--- src/rtl/sd_spi_pkg.sv ---
// Shared constants, error codes and state encoding for the SPI-mode SD block reader.
package sd_spi_pkg;

    localparam logic [5:0] CMD17_IDX   = 6'd17;
    localparam logic [7:0] START_TOKEN = 8'hFE;
    localparam logic [7:0] IDLE_CRC    = 8'hFF;

    localparam logic [1:0] ERR_NONE          = 2'b00;
    localparam logic [1:0] ERR_R1_TIMEOUT    = 2'b01;
    localparam logic [1:0] ERR_R1_BAD        = 2'b10;
    localparam logic [1:0] ERR_TOKEN_TIMEOUT = 2'b11;

    typedef enum logic [2:0] {
        ST_IDLE,
        ST_SEND_CMD,
        ST_WAIT_R1,
        ST_READ_R1,
        ST_WAIT_TOKEN,
        ST_READ_DATA,
        ST_READ_CRC,
        ST_FLUSH
    } rd_state_t;

    // 48-bit SPI command frame: start/transmission bits, index, argument, dummy CRC byte
    function automatic logic [47:0] cmd_frame(input logic [5:0] idx, input logic [31:0] arg);
        return {2'b01, idx, arg, IDLE_CRC};
    endfunction

endpackage

--- src/rtl/sd_rx_shifter.sv ---
// 8-bit MISO shift register with bit counter; o_byte includes the bit being sampled this cycle.
module sd_rx_shifter (
    input  logic       i_clk,
    input  logic       i_rst_n,
    input  logic       i_clear,
    input  logic       i_en,
    input  logic       i_bit,
    output logic [7:0] o_byte,
    output logic       o_byte_ready
);

    logic [6:0] r_shift;
    logic [2:0] r_cnt;

    // Shift in one bit per enabled clock, MSB first; clear restarts byte alignment
    always_ff @(posedge i_clk or negedge i_rst_n) begin
        if (!i_rst_n) begin
            r_shift <= '0;
            r_cnt   <= '0;
        end else if (i_clear) begin
            r_shift <= '0;
            r_cnt   <= '0;
        end else if (i_en) begin
            r_shift <= {r_shift[5:0], i_bit};
            r_cnt   <= r_cnt + 3'd1;
        end
    end

    assign o_byte       = {r_shift, i_bit};
    assign o_byte_ready = i_en && (r_cnt == 3'd7);

endmodule

--- src/rtl/sd_block_reader.sv ---
// Single-block CMD17 read engine: command out, R1 check, token hunt, byte stream, CRC skip, flush.
module sd_block_reader
    import sd_spi_pkg::*;
#(
    parameter int unsigned ADDR_SHIFT    = 0,
    parameter int unsigned R1_TIMEOUT    = 80,
    parameter int unsigned TOKEN_TIMEOUT = 4096,
    parameter int unsigned BLOCK_BYTES   = 512
) (
    input  logic        d_clock,
    input  logic        reset_n,
    input  logic        card_ready,
    input  logic        start,
    input  logic [31:0] block_addr,
    input  logic        MISO,
    output logic        MOSI,
    output logic        CS,
    output logic [7:0]  data_out,
    output logic        data_valid,
    output logic        busy,
    output logic        done,
    output logic [1:0]  error
);

    localparam int unsigned DATA_BITS = 8 * BLOCK_BYTES;
    localparam int unsigned MAX_A     = (DATA_BITS > 48) ? DATA_BITS : 48;
    localparam int unsigned MAX_B     = (R1_TIMEOUT > TOKEN_TIMEOUT) ? R1_TIMEOUT : TOKEN_TIMEOUT;
    localparam int unsigned CNT_MAX   = (MAX_A > MAX_B) ? MAX_A : MAX_B;
    localparam int unsigned CW        = $clog2(CNT_MAX + 1);

    rd_state_t   r_state;
    rd_state_t   w_state_next;
    logic [CW-1:0] r_cnt;
    logic [47:0] r_cmd;
    logic [6:0]  r_window;
    logic [7:0]  w_window_next;
    logic [1:0]  r_error;
    logic        r_done;
    logic        r_data_valid;
    logic [7:0]  r_data_out;
    logic        w_accept;
    logic        w_err_set;
    logic [1:0]  w_err_code;
    logic        w_rx_en;
    logic [7:0]  w_rx_byte;
    logic        w_rx_ready;
    logic [31:0] w_arg;

    assign w_arg         = block_addr << ADDR_SHIFT;
    assign w_window_next = {r_window, MISO};

    // The start bit of R1 (first 0 in WAIT_R1) is the shifter's first bit; clearing otherwise keeps bytes aligned
    assign w_rx_en = ((r_state == ST_WAIT_R1) && !MISO) || (r_state == ST_READ_R1) ||
                     (r_state == ST_READ_DATA) || (r_state == ST_READ_CRC);

    sd_rx_shifter u_rx (
        .i_clk        (d_clock),
        .i_rst_n      (reset_n),
        .i_clear      (!w_rx_en),
        .i_en         (w_rx_en),
        .i_bit        (MISO),
        .o_byte       (w_rx_byte),
        .o_byte_ready (w_rx_ready)
    );

    // Next-state decode, start acceptance and error classification
    always_comb begin
        w_state_next = r_state;
        w_accept     = 1'b0;
        w_err_set    = 1'b0;
        w_err_code   = ERR_NONE;
        case (r_state)
            ST_IDLE: begin
                if (start && card_ready) begin
                    w_accept     = 1'b1;
                    w_state_next = ST_SEND_CMD;
                end
            end
            ST_SEND_CMD: begin
                if (r_cnt == CW'(47)) w_state_next = ST_WAIT_R1;
            end
            ST_WAIT_R1: begin
                if (!MISO) begin
                    w_state_next = ST_READ_R1;
                end else if (r_cnt == CW'(R1_TIMEOUT - 1)) begin
                    w_err_set    = 1'b1;
                    w_err_code   = ERR_R1_TIMEOUT;
                    w_state_next = ST_FLUSH;
                end
            end
            ST_READ_R1: begin
                if (w_rx_ready) begin
                    if (w_rx_byte == 8'h00) begin
                        w_state_next = ST_WAIT_TOKEN;
                    end else begin
                        w_err_set    = 1'b1;
                        w_err_code   = ERR_R1_BAD;
                        w_state_next = ST_FLUSH;
                    end
                end
            end
            ST_WAIT_TOKEN: begin
                if (w_window_next == START_TOKEN) begin
                    w_state_next = ST_READ_DATA;
                end else if (r_cnt == CW'(TOKEN_TIMEOUT - 1)) begin
                    w_err_set    = 1'b1;
                    w_err_code   = ERR_TOKEN_TIMEOUT;
                    w_state_next = ST_FLUSH;
                end
            end
            ST_READ_DATA: begin
                if (r_cnt == CW'(DATA_BITS - 1)) w_state_next = ST_READ_CRC;
            end
            ST_READ_CRC: begin
                if (r_cnt == CW'(15)) w_state_next = ST_FLUSH;
            end
            ST_FLUSH: begin
                if (r_cnt == CW'(7)) w_state_next = ST_IDLE;
            end
            default: w_state_next = ST_IDLE;
        endcase
    end

    // State register
    always_ff @(posedge d_clock or negedge reset_n) begin
        if (!reset_n) r_state <= ST_IDLE;
        else          r_state <= w_state_next;
    end

    // Shared per-state bit/timeout counter: restarts on every state change, saturates otherwise
    always_ff @(posedge d_clock or negedge reset_n) begin
        if (!reset_n)                    r_cnt <= '0;
        else if (w_state_next != r_state) r_cnt <= '0;
        else if (r_cnt != '1)            r_cnt <= r_cnt + CW'(1);
    end

    // Command frame load on accepted start, MSB-first shift during SEND_CMD
    always_ff @(posedge d_clock or negedge reset_n) begin
        if (!reset_n)                    r_cmd <= '1;
        else if (w_accept)               r_cmd <= cmd_frame(CMD17_IDX, w_arg);
        else if (r_state == ST_SEND_CMD) r_cmd <= {r_cmd[46:0], 1'b1};
    end

    // Token search window, empty on entry so R1 bits can never form part of a token
    always_ff @(posedge d_clock or negedge reset_n) begin
        if (!reset_n)                      r_window <= '0;
        else if (r_state == ST_WAIT_TOKEN) r_window <= w_window_next[6:0];
        else                               r_window <= '0;
    end

    // Error code: cleared by an accepted start, set by the failing state
    always_ff @(posedge d_clock or negedge reset_n) begin
        if (!reset_n)       r_error <= ERR_NONE;
        else if (w_accept)  r_error <= ERR_NONE;
        else if (w_err_set) r_error <= w_err_code;
    end

    // Byte output strobe and done pulse on a clean return to IDLE
    always_ff @(posedge d_clock or negedge reset_n) begin
        if (!reset_n) begin
            r_data_out   <= '0;
            r_data_valid <= 1'b0;
            r_done       <= 1'b0;
        end else begin
            r_data_valid <= (r_state == ST_READ_DATA) && w_rx_ready;
            if ((r_state == ST_READ_DATA) && w_rx_ready) r_data_out <= w_rx_byte;
            r_done <= (r_state == ST_FLUSH) && (w_state_next == ST_IDLE) && (r_error == ERR_NONE);
        end
    end

    assign MOSI       = (r_state == ST_SEND_CMD) ? r_cmd[47] : 1'b1;
    assign CS         = (r_state == ST_IDLE) || (r_state == ST_FLUSH);
    assign busy       = (r_state != ST_IDLE);
    assign data_out   = r_data_out;
    assign data_valid = r_data_valid;
    assign done       = r_done;
    assign error      = r_error;

endmodule

--- config.mk ---
export PLATFORM = sky130hd
export DESIGN_NAME = sd_block_reader
export DESIGN_NICKNAME = d
export VERILOG_FILES = /design/src/rtl/sd_spi_pkg.sv /design/src/rtl/sd_rx_shifter.sv /design/src/rtl/sd_block_reader.sv
export SDC_FILE = /design/constraint.sdc
export NUM_CORES = 1
export LEC_CHECK = 0
export ABC_CLOCK_PERIOD_IN_PS = 6400
export CAP_MARGIN = 20
export CORE_ASPECT_RATIO = 0.7
export CORE_MARGIN = 2
export CORE_UTILIZATION = 43
export DETAILED_ROUTE_END_ITERATION = 10
export HOLD_SLACK_MARGIN = 0.15
export SYNTH_ARGS = -nofsm -noshare
export SYNTH_HDL_FRONTEND = slang
export SYNTH_SLANG_ARGS = --single-unit
--- constraint.sdc ---
create_clock -name d_clock -period 6.4 [get_ports d_clock]
set_input_delay 1.28 -clock d_clock [delete_from_list [all_inputs] [get_ports d_clock]]
set_output_delay 1.28 -clock d_clock [all_outputs]
set_load 0.005 [all_outputs]
==> results.yml <==
route:
  wl_met1_um: 4370
  drc: 0
  dr.max_layer_used: "met4"
  routed_wl_um: 8550
  wl_met2_um: 3790
  postRouteAntennaNets: 0
  vias: 3002
  drtIter0Drc: 216
  drt-vias-per-instance: 5.26
  met3_length_um: 353
  drt_pass1_iterations: 5
  avgRoutedWirePerCell_um: 15.0
pwr:
  p_per_area_nw_per_um2: 232
  finalPower_mw: 1.13
  p_leak_nw: 2.05
  irDropWorstVdd_mv: 0.167
logic_synthesis:
  async_reset_ff_share_pct: 100
  synth-seq-area-share_pct: 54.9
  syn_avg_cell_area_um2: 9.97
  synth-edff-count: 0
  netlist_instances: 398
  ys_ff_latch: 85
  synth_area_um2: 3970
  syn_nets: 438
  synth_cell_type_count: 51
  yosys_warnings: 0
  synth-main-ff-cell: "dfrtp_1"
grt:
  grt_max_degree: 86
  antenna_found_initial: 0
  grt_pass1_wl_um: 14800
  grt_use_total_pct: 18.6
  grt_overflow_total: 0
  grt_pass1_vias: 2944
critical_path:
  startpoint_type: "primary input"
  cp_max_fo: 13
  r2r_cells: 7
  worstPathArrival_ns: 4.05
  crit_type: "in2reg"
  cp_data_required_time_ns: 6.57
  cp-end-kind: "flip-flop"
clock_network:
  cts-root-buf: "clkbuf_16"
  cts_made_buffers: 9
  clock_latency_ns: 0.34
  htree_levels: 3
  cts_setup_buffers: 0
  ctsHoldBuffers: 0
  cts_tree: "yes"
  clk_pin_slew_worst_paths_ns: 0.06
  cts.path.max_buffers: 2
  post_cts_resized: 0
  clock-sinks: 85
sta:
  finalHoldViolCount: 0
  tightest_slew_ns: 0.913
  fin_hold_ws_ns: 0.448
  rsz0062_at_grt: "no"
  period_share_pct: 60.7
  max_slew_margin_pct: 39.1
  setup_tns_ns: 0
  fin_worst_skew_ns: 0.00725
  period_minus_slack_ns: 3.88
  finalSetupViolations: 0
  max_freq_ghz: 0.258
  slew_viol_final: 0
final_layout:
  final_net_count: 482
  area_growth_syn_to_layout_pct: 22.7
  drive_gt1_share_pct: 18.1
  diodes: 0
  n_fill_cell: 845
  fin_area_um2: 4870
  final-seq-area_um2: 2180
  multiInputGateArea_um2: 1680
worst_hold_path:
  hold_path.class: "reg2reg"
  worstHoldPathCells: 1
floorplanning:
  initial_core_util_pct: 44.1
  die_area_um2: 10000
  die_h_um: 84.4
  pin_count: 52
  dieWidth_um: 119
  core_um2: 9000
  num_rows: 29
placed_design:
  dpl_cell_area_um2: 4550
  dp_hpwl_um: 5670
  place.port_buffers: 51
  gp_congestion: 0.803
job:
  max-cap-violations: 0
status:
  run_status: "finished clean"
## cell usage after synthesis (2+ instances only)
library cell | count | area share, %
dfrtp_1 | 45 | 28
nor3b_1 | 3 | 0.57
nor3_2 | 10 | 2.5
nor4_1 | 7 | 1.1
xnor2_1 | 5 | 1.1
nand3_1 | 6 | 0.76
o21a_1 | 2 | 0.38
buf_6 | 3 | 0.85
nand2b_1 | 5 | 0.79
a31oi_1 | 5 | 0.79
nor2_1 | 21 | 2.0
ha_1 | 3 | 0.95
a211oi_1 | 2 | 0.38
buf_2 | 3 | 0.38
clkbuf_1 | 16 | 1.5
o22ai_1 | 3 | 0.47
and3_1 | 4 | 0.63
a22oi_1 | 30 | 5.7
and2_1 | 18 | 2.8
nand4_1 | 5 | 0.79
nand4b_1 | 4 | 0.88
o21ai_0 | 5 | 0.63
nand2_1 | 112 | 11
xor2_1 | 4 | 0.88
mux2i_1 | 3 | 0.76
dfstp_2 | 40 | 26
a21oi_1 | 8 | 1.0
nor3_1 | 3 | 0.38
## layout make-up
class | count | share of cell area (%)
clock inverters | 6 | 0.925
clock buffers | 10 | 5.14
multi-input cells | 289 | 34.5
flip-flops and latches | 85 | 44.7
inverters | 1 | 0.0771
repair buffers | 56 | 11.5
well taps | 124 | 3.19
## path summary, 6_finish.rpt
path                                from            end  slack (ns)
setup reg to reg                r_cnt[0]       r_cnt[6]        3.47
setup / recovery                    MISO       r_cnt[6]        2.52
min in group asynchronous        reset_n    data_out[6]        0.90
hold / removal             u_rx.r_cnt[0]  u_rx.r_cnt[0]        0.45
hold reg to reg            u_rx.r_cnt[0]  u_rx.r_cnt[0]        0.45
max in group asynchronous        reset_n      r_cmd[29]        4.82
## cells in the final DEF (no fill, tap or decap), drive strengths merged, types with 5 or more instances in the layout
master	n
a21oi	8
nand2	113
clkdlybuf4s50	50
nor2	21
o21ai	6
buf	6
xnor2	5
nor3	13
nand2b	5
and2	18
dfrtp	45
clkbuf	10
nand4	5
dfstp	40
a31oi	5
nand3	6
nor4	8
a22oi	30
## worst max-delay path: stages
cell             delay [ns]
clkdlybuf4s50_1        0.56
nor4_1                 0.51
and3_1                 0.21
o21ai_0                0.12
or3b_1                 0.43
a32oi_2                0.76
a2111oi_0              0.16
## cell families (layout without fill, tap and decap cells)
kind of cell / Yosys count / count (layout) / synth area share, %
AOI/OAI and AO/OA: 63 / 63 / 11.3
DFF: 85 / 85 / 54.9
and+or+nand+nor: 211 / 211 / 27.2
xor gates and xnor gates: 9 / 9 / 1.99
buffers and inverters: 24 / 73 / 2.96
muxes: 3 / 3 / 0.757
adders and majority gates: 3 / 3 / 0.946
## sequential cells by signal, indices dropped and copies added (netlist names)
signal	cells
r_cnt	13
r_state	3
u_rx.r_cnt	3
error	2
r_cmd	40
r_window	7
data_out	8
u_rx.r_shift	7
done	1
data_valid	1
## per-layer routing
metal	vias up	track usage (%)
li1	1474	-
met1	1475	27.5
met2	51	27.0
met3	2	5.37
met4	0	4.87
met5	-	0
## through the flow
| step | setup WS (ns) | utilization (%) | instances |
|---|---|---|---|
| 2_1_floorplan | 3.48 | - | 398 |
| 3_3_place_gp | 2.28 | 50.6 | 554 |
| 3_5_place_dp | 2.18 | 50.6 | 554 |
| 4_1_cts | 2.51 | 53.9 | 570 |
| 5_1_grt | 2.20 | 54.1 | 571 |
| 6_report | 2.52 | 54.1 | 571 |
## power breakdown
group	switching, mW	total [mW]	internal (mW)
Combinational	0.0231	0.0542	0.0311
Clock	0.217	0.505	0.288
Sequential	0.00828	0.568	0.560
Power figures use the tool's default switching activity.
